--- config.mk ---
export PLATFORM = sky130hd
export DESIGN_NAME = mem_arbiter
export DESIGN_NICKNAME = d
export VERILOG_FILES = /design/src/rtl/mem_arb_pkg.sv /design/src/rtl/mem_arbiter_rr_arb2.sv /design/src/rtl/mem_arbiter.sv
export SDC_FILE = /design/constraint.sdc
export NUM_CORES = 1
export LEC_CHECK = 0
export CAP_MARGIN = 5
export CORE_MARGIN = 2
export CORE_UTILIZATION = 39
export CTS_CLUSTER_SIZE = 24
export DETAILED_ROUTE_END_ITERATION = 12
export PLACE_DENSITY_LB_ADDON = 0.2
export SKIP_CTS_REPAIR_TIMING = 1
export SLEW_MARGIN = 20
export SYNTH_ARGS = -nofsm -noshare
export SYNTH_HDL_FRONTEND = slang
export SYNTH_SLANG_ARGS = --single-unit
--- constraint.sdc ---
create_clock -name i_clk -period 2 [get_ports i_clk]
set_input_delay 0.4 -clock i_clk [delete_from_list [all_inputs] [get_ports i_clk]]
set_output_delay 0.4 -clock i_clk [all_outputs]
set_load 0.02 [all_outputs]
--- src/rtl/mem_arb_pkg.sv ---
// Shared types for the two-port memory arbiter: FSM states, port index, default watchdog limit.
package mem_arb_pkg;

    typedef enum logic [1:0] {
        StIdle,
        StAccess,
        StDone
    } arb_state_e;

    typedef logic port_idx_t;

    localparam int unsigned DefaultTimeoutCycles = 255;

endpackage

--- src/rtl/mem_arbiter_rr_arb2.sv ---
// Two-way round-robin grant: on a tie the port not granted last wins.
module rr_arb2
    import mem_arb_pkg::*;
(
    input  logic [1:0] req_i,
    input  port_idx_t  last_grant_i,
    output logic       gnt_valid_o,
    output port_idx_t  gnt_idx_o
);

    always_comb begin
        gnt_valid_o = |req_i;
        if (&req_i) begin
            gnt_idx_o = ~last_grant_i;
        end else begin
            gnt_idx_o = req_i[1];
        end
    end

endmodule

--- src/rtl/mem_arbiter.sv ---
// Two-requester memory arbiter (IDLE accept -> ACCESS handshake -> DONE response).
// Define MEM_ARB_TIMEOUT_EN to enable the ACCESS-state watchdog.
`ifndef DATA_WIDTH
`define DATA_WIDTH 32
`endif

module mem_arbiter
    import mem_arb_pkg::*;
#(
    parameter int unsigned DATA_W         = `DATA_WIDTH,
    parameter int unsigned TIMEOUT_CYCLES = DefaultTimeoutCycles
) (
    input  logic              i_clk,
    input  logic              i_rst_n,
    input  logic              i_m0_valid,
    input  logic              i_m0_we,
    input  logic [31:0]       i_m0_addr,
    input  logic [DATA_W-1:0] i_m0_wdata,
    output logic              o_m0_ready,
    output logic              o_m0_done,
    output logic [DATA_W-1:0] o_m0_rdata,
    output logic              o_m0_err,
    input  logic              i_m1_valid,
    input  logic              i_m1_we,
    input  logic [31:0]       i_m1_addr,
    input  logic [DATA_W-1:0] i_m1_wdata,
    output logic              o_m1_ready,
    output logic              o_m1_done,
    output logic [DATA_W-1:0] o_m1_rdata,
    output logic              o_m1_err,
    output logic [31:0]       o_mem_addr,
    output logic [DATA_W-1:0] o_mem_data,
    output logic              o_mem_wr_valid,
    input  logic              i_mem_wr_ready,
    input  logic [DATA_W-1:0] i_mem_data,
    input  logic              i_mem_rd_valid,
    output logic              o_mem_rd_ready,
    input  logic              i_mem_invalid_addr
);

    arb_state_e        state_q, state_d;
    logic              we_q, we_d;
    logic [31:0]       addr_q, addr_d;
    logic [DATA_W-1:0] wdata_q, wdata_d;
    logic [DATA_W-1:0] rdata_q, rdata_d;
    logic              err_q, err_d;
    logic              done_q, done_d;
    port_idx_t         idx_q, idx_d;
    port_idx_t         last_grant_q, last_grant_d;

    logic      gnt_valid;
    port_idx_t gnt_idx;
    logic      accept;
    logic      complete;
    logic      rsp_err;
    logic      tmo_hit;

    rr_arb2 u_rr_arb2 (
        .req_i       ({i_m1_valid, i_m0_valid}),
        .last_grant_i(last_grant_q),
        .gnt_valid_o (gnt_valid),
        .gnt_idx_o   (gnt_idx)
    );

    // Reset gates the combinational ready so no output leaks while held in reset.
    assign accept = i_rst_n && (state_q == StIdle) && gnt_valid;

`ifdef MEM_ARB_TIMEOUT_EN
    localparam int unsigned TmoW =
        ($clog2(TIMEOUT_CYCLES + 1) > 8) ? $clog2(TIMEOUT_CYCLES + 1) : 8;

    logic [TmoW-1:0] tmo_cnt_q, tmo_cnt_d;

    always_comb begin
        tmo_cnt_d = tmo_cnt_q;
        if (accept) begin
            tmo_cnt_d = '0;
        end else if (state_q == StAccess) begin
            tmo_cnt_d = tmo_cnt_q + 1'b1;
        end
    end

    always_ff @(posedge i_clk or negedge i_rst_n) begin
        if (!i_rst_n) begin
            tmo_cnt_q <= '0;
        end else begin
            tmo_cnt_q <= tmo_cnt_d;
        end
    end

    // Count holds N-1 in the Nth ACCESS cycle, so that cycle is the last one.
    assign tmo_hit = (state_q == StAccess) && (tmo_cnt_q == TmoW'(TIMEOUT_CYCLES - 1));
`else
    assign tmo_hit = 1'b0;
`endif

    p_tmo_nonzero : assert property (@(posedge i_clk) TIMEOUT_CYCLES > 0);

    always_comb begin
        complete = 1'b0;
        rsp_err  = 1'b0;
        if (state_q == StAccess) begin
            if (i_mem_invalid_addr || tmo_hit) begin
                complete = 1'b1;
                rsp_err  = 1'b1;
            end else if (we_q) begin
                complete = i_mem_wr_ready;
            end else begin
                complete = i_mem_rd_valid;
            end
        end
    end

    always_ff @(posedge i_clk or negedge i_rst_n) begin
        if (!i_rst_n) begin
            state_q <= StIdle;
        end else begin
            state_q <= state_d;
        end
    end

    always_comb begin
        state_d = state_q;
        unique case (state_q)
            StIdle:   if (accept) state_d = StAccess;
            StAccess: if (complete) state_d = StDone;
            StDone:   state_d = StIdle;
            default:  state_d = StIdle;
        endcase
    end

    always_comb begin
        we_d         = we_q;
        addr_d       = addr_q;
        wdata_d      = wdata_q;
        idx_d        = idx_q;
        last_grant_d = last_grant_q;
        rdata_d      = rdata_q;
        err_d        = err_q;
        if (accept) begin
            idx_d        = gnt_idx;
            last_grant_d = gnt_idx;
            we_d         = gnt_idx ? i_m1_we    : i_m0_we;
            addr_d       = gnt_idx ? i_m1_addr  : i_m0_addr;
            wdata_d      = gnt_idx ? i_m1_wdata : i_m0_wdata;
        end
        if (complete) begin
            err_d   = rsp_err;
            rdata_d = (rsp_err || we_q) ? '0 : i_mem_data;
        end
        // Done is registered from DONE, so the pulse lands in the cycle after it.
        done_d = (state_q == StDone);
    end

    always_ff @(posedge i_clk or negedge i_rst_n) begin
        if (!i_rst_n) begin
            we_q         <= 1'b0;
            addr_q       <= '0;
            wdata_q      <= '0;
            idx_q        <= 1'b0;
            last_grant_q <= 1'b1;
            rdata_q      <= '0;
            err_q        <= 1'b0;
            done_q       <= 1'b0;
        end else begin
            we_q         <= we_d;
            addr_q       <= addr_d;
            wdata_q      <= wdata_d;
            idx_q        <= idx_d;
            last_grant_q <= last_grant_d;
            rdata_q      <= rdata_d;
            err_q        <= err_d;
            done_q       <= done_d;
        end
    end

    always_comb begin
        o_mem_addr     = '0;
        o_mem_data     = '0;
        o_mem_wr_valid = 1'b0;
        o_mem_rd_ready = 1'b0;
        if (state_q == StAccess) begin
            o_mem_addr     = addr_q;
            o_mem_data     = wdata_q;
            o_mem_wr_valid = we_q;
            o_mem_rd_ready = !we_q;
        end
        o_m0_ready = accept && (gnt_idx == 1'b0);
        o_m1_ready = accept && (gnt_idx == 1'b1);
        o_m0_done  = done_q && (idx_q == 1'b0);
        o_m1_done  = done_q && (idx_q == 1'b1);
        o_m0_err   = o_m0_done && err_q;
        o_m1_err   = o_m1_done && err_q;
        o_m0_rdata = o_m0_done ? rdata_q : '0;
        o_m1_rdata = o_m1_done ? rdata_q : '0;
    end

endmodule
# After elaboration in Yosys (flattened, before gate mapping)
# Cells that the tools add are included.
# op_classes
n_eq_ne,4
mux,19
bitwise,3
reduce_logical,14
# op_table
op,n
$mux 32,7
$mux 1,9
$logic_and 1x1->1,8
$mux 2,2
$ne 2x2->1 const B,2
$pmux 2 s2,1
$reduce_and 2->1,2
$not 1->1,3
$eq 2x1->1 const B,1
$eq 2x2->1 const B,1
$logic_not 2->1,1
$reduce_or 2->1,1
$logic_not 1->1,1
$logic_or 1x1->1,1
# word_totals
regBits,103
input_bits,169
word_cells,49

# Depth between registers and ports, before layout
# depth
ltp_word,5
ltp_mapped,7
ltp_nobuf,3

# By module
# From an unflattened synthesis, not the netlist that was laid out.
# hier_totals
hier_cells,530
hier_area_um2,5371.4
# by_module_without_submodules
module,instances,cells_each,area_per_inst_um2,seq_area_each_um2
mem_arbiter,1,528,5357.6,2578.7
rr_arb2,1,2,13.8,0.0

# Least setup slack after synthesis
# OpenSTA, ideal clock, no wires.
# synth_path
kind,flip-flop to output port
from,register state_q[0]
to,output port o_m0_ready
arrival_time_ns,1.623
required_ns,1.600
setup_slack_ns,-0.023
path_stages_with_launch,5
n_path_buf,2
cell_sequence,dfrtp_1 -> or3b_1 -> buf_6 -> buf_6 -> nor3b_1
# synth_between
elab_chain_cells,4
# synth_rtl
element,line,rtl
"start, declared",mem_arbiter.sv:41,"arb_state_e state_q, state_d;"
"start signal, assigned",mem_arbiter.sv:116,state_q <= StIdle;
"start signal, assigned",mem_arbiter.sv:118,state_q <= state_d;
$logic_not 2->1,mem_arbiter.sv:66,assign accept = i_rst_n && (state_q == StIdle) && gnt_valid;
$logic_and 1x1->1 (2 in series),mem_arbiter.sv:66,
$logic_and 1x1->1,mem_arbiter.sv:188,o_m0_ready = accept && (gnt_idx == 1'b0);
"end, declared",mem_arbiter.sv:19,"output logic o_m0_ready,"
# No other way between the ends.

# Final worst setup path
# layout_path
from,register state_q[1]
to,output port o_mem_data[31]
# layout_between
elab_chain_cells,2
# layout_rtl
element,line,rtl
$eq 2x1->1,mem_arbiter.sv:182,if (state_q == StAccess) begin
$mux 32,mem_arbiter.sv:182,
"end, declared",mem_arbiter.sv:32,"output logic [DATA_W-1:0] o_mem_data,"
# No other way between the ends.

==> out/metrics.cfg <==
[run_status]
outcome = complete, but fails checks
violations = setup timing

[timing]
setup_ws_ps = -150
finalCriticalPeriod_ps = 2150
finalHoldViolCount = 0
worstMarginPinSlew_ps = 734
setup_viol = 45
clock.fmax_mhz = 465
rsz0062_at_grt = true
relSlewSlack_pct = 51.0
min_period_over_period_pct = 108
slew_viol_final = 0
clock_skew_ps = 5.19

[drt]
first_iter_violations = 393
final_antenna_net_count = 0
drc = 0
avgViaCountPerCell = 5.52
dr_total_vias = 5652
wire_per_inst_um = 20.2
drt_pass1_iterations = 5
routed_wl_mm = 20.7

[clock_tree]
cts-htree-levels = 3
clk_latency_ps = 340
cts_buffer_depth = 2
cts_tree = done
clk_pin_slew_worst_paths_ps = 70
cts.sinks = 103
root_buffer = clkbuf_16
cts_made_buffers = 9

[yosys]
yosys_warnings = 0
syn_area_per_cell_um2 = 9.89
yosys.area.top_type = dfrtp_1
netlist_instances = 542
syn_nets = 711
yosys-top-cells-area = dfrtp_1, a221o_1, and2_1, nor3_1, a22o_1
ys_seq_area_share_pct = 48.1
synth_top_cell_area_share_pct = 47.6
synth-edff-count = 0
synthesis.area_um2 = 5360
synth_ff_type = dfrtp_1
synth-seq-cells = 103
ys_async_sr_fraction_pct = 100
synth_cell_types = 27

[flow_run]
maxCapViolations = 0

[floorplan]
core_um2 = 13300
pin_count = 305
die_w_um = 121
num_rows = 42
die-area_um2 = 14700
die_h_um = 121
start_util_pct = 40.2

[placement]
hpwl_mm = 13.2
routabilityCongestion = 0.817
place_ws_ps = -220
io_buffers = 304

[final_layout]
layout_common_cells = clkdlybuf4s50_1, dfrtp_1, buf_6, nand2_1, dlymetal6s2s_1
layout-drive-gt1-share_pct = 23.8
final_net_count = 1012
layout_commonest_cell = clkdlybuf4s50_1
antenna_cells = 0
fin_util_pct = 71.9
area_delta_synth_final_pct = 79.0

[global_routing]
grtUsageTotal_pct = 25.0
antenna_found_initial = 1
first_global_vias = 5451
top_usage_layer = met2
overflow = 0
grt_pass1_wl_mm = 29.0
use_met2_pct = 42.6
grt_max_degree = 68
grt.met3_usage_pct = 6.91
met1_usage_pct = 31.1

[power]
switchingPower_uw = 3520
p_leak_uw = 0.00548
combPwrFrac_pct = 45.2
p_clk_share_pct = 18.9
p_per_area_nw_per_um2 = 1070
vdd_drop_max_uv = 534
swShare_pct = 34.3
p_int_uw = 6740
p_seq_share_pct = 35.9

[worst_setup_path]
startpoint_type = register
crit_required_ps = 1600
arrival_ps = 1750
crit_path_end_kind = primary output
cp_max_fo = 8
path_class = register to primary output

[worst_hold_path]
hold_class = primary input to asynchronous set/reset pin

-- through the flow --
| step | setup TNS (ps) | total power (uW) | hold WS (ps) | area [um^2] | instances |
|---|---|---|---|---|---|
| floorplan | 0 | 5700 | 104 | 5370 | 542 |
| global placement | -15270 | 7370 | 487 | 8580 | 987 |
| detailed placement | -15050 | 7480 | 488 | 8580 | 987 |
| CTS | -44360 | 9460 | 327 | 8910 | 1002 |
| global route | -5960 | 10800 | 371 | 9600 | 1023 |
| finish | -2300 | 10300 | 317 | 9600 | 1023 |
-- state kept, by name, summed over array words and instances, names as in the netlist --
| name | flops |
|---|---|
| addr_q | 32 |
| idx_q | 1 |
| state_q | 2 |
| done_q | 1 |
| err_q | 1 |
| we_q | 1 |
| last_grant_q | 1 |
| wdata_q | 32 |
| rdata_q | 32 |
-- synth_stat cells, types with 2 or more instances --
cell type  count
a21o_1         2
a221o_1       65
a22o_1        33
and2_1        99
and3_1        34
buf_1          2
buf_2         11
buf_4          2
buf_6          8
clkbuf_1      36
dfrtp_1      102
nand2_1       67
nor2b_1        3
nor3_1        65
-- critical path: stages, from the launching register on --
cell	delay, ps
dfrtp_2	430
and2b_4	410
buf_4	170
clkbuf_16	150
and2_4	150
buf_6	110
-- final timing paths --
kind | from | end | slack, ps | cells after the start
setup / recovery | state_q[1] | o_mem_data[31] | -150 | 5
hold / removal | i_rst_n | rdata_q[17] | 320 | 3
setup reg to reg | state_q[1] | addr_q[19] | 70 | 6
hold reg to reg | wdata_q[19] | wdata_q[19] | 510 | 1
max in group asynchronous | i_rst_n | addr_q[26] | 560 | 4
min in group i_clk | wdata_q[19] | wdata_q[19] | 510 | 1
-- area by class of cell --
cell class | instances | area [um^2]
Timing Repair Buffer | 348 | 3780
Fill cell | 980 | 3750
Multi-Input combinational cell | 380 | 2680
Sequential cell | 103 | 2580
Clock buffer | 12 | 267
Tap cell | 176 | 220
Clock inverter | 3 | 65.1
Inverter | 1 | 3.75
-- cell families after synthesis --
| family | share of synthesized area (%) |
|---|---|
| flops | 48.1 |
| buf+inv | 5.72 |
| simple gates | 27.8 |
| mux | 0.210 |
| compound gates | 18.2 |
-- power groups by stage --
stage	sequential [uW]	combinational (uW)	clock (uW)
finish	3690	4640	1940
global route	3790	4910	2050
CTS	3600	3890	1980
detailed placement	3590	3890	0
global placement	3570	3800	0
floorplan	3400	2300	0
-- routing by layer --
| metal | vias up | part of all wire [%] |
|---|---|---|
| met5 | - | 0.058 |
| met4 | 2 | 2.2 |
| met3 | 34 | 8.0 |
| met2 | 273 | 51 |
| met1 | 2776 | 39 |
| li1 | 2567 | - |
(Power assumes the default switching activity.)
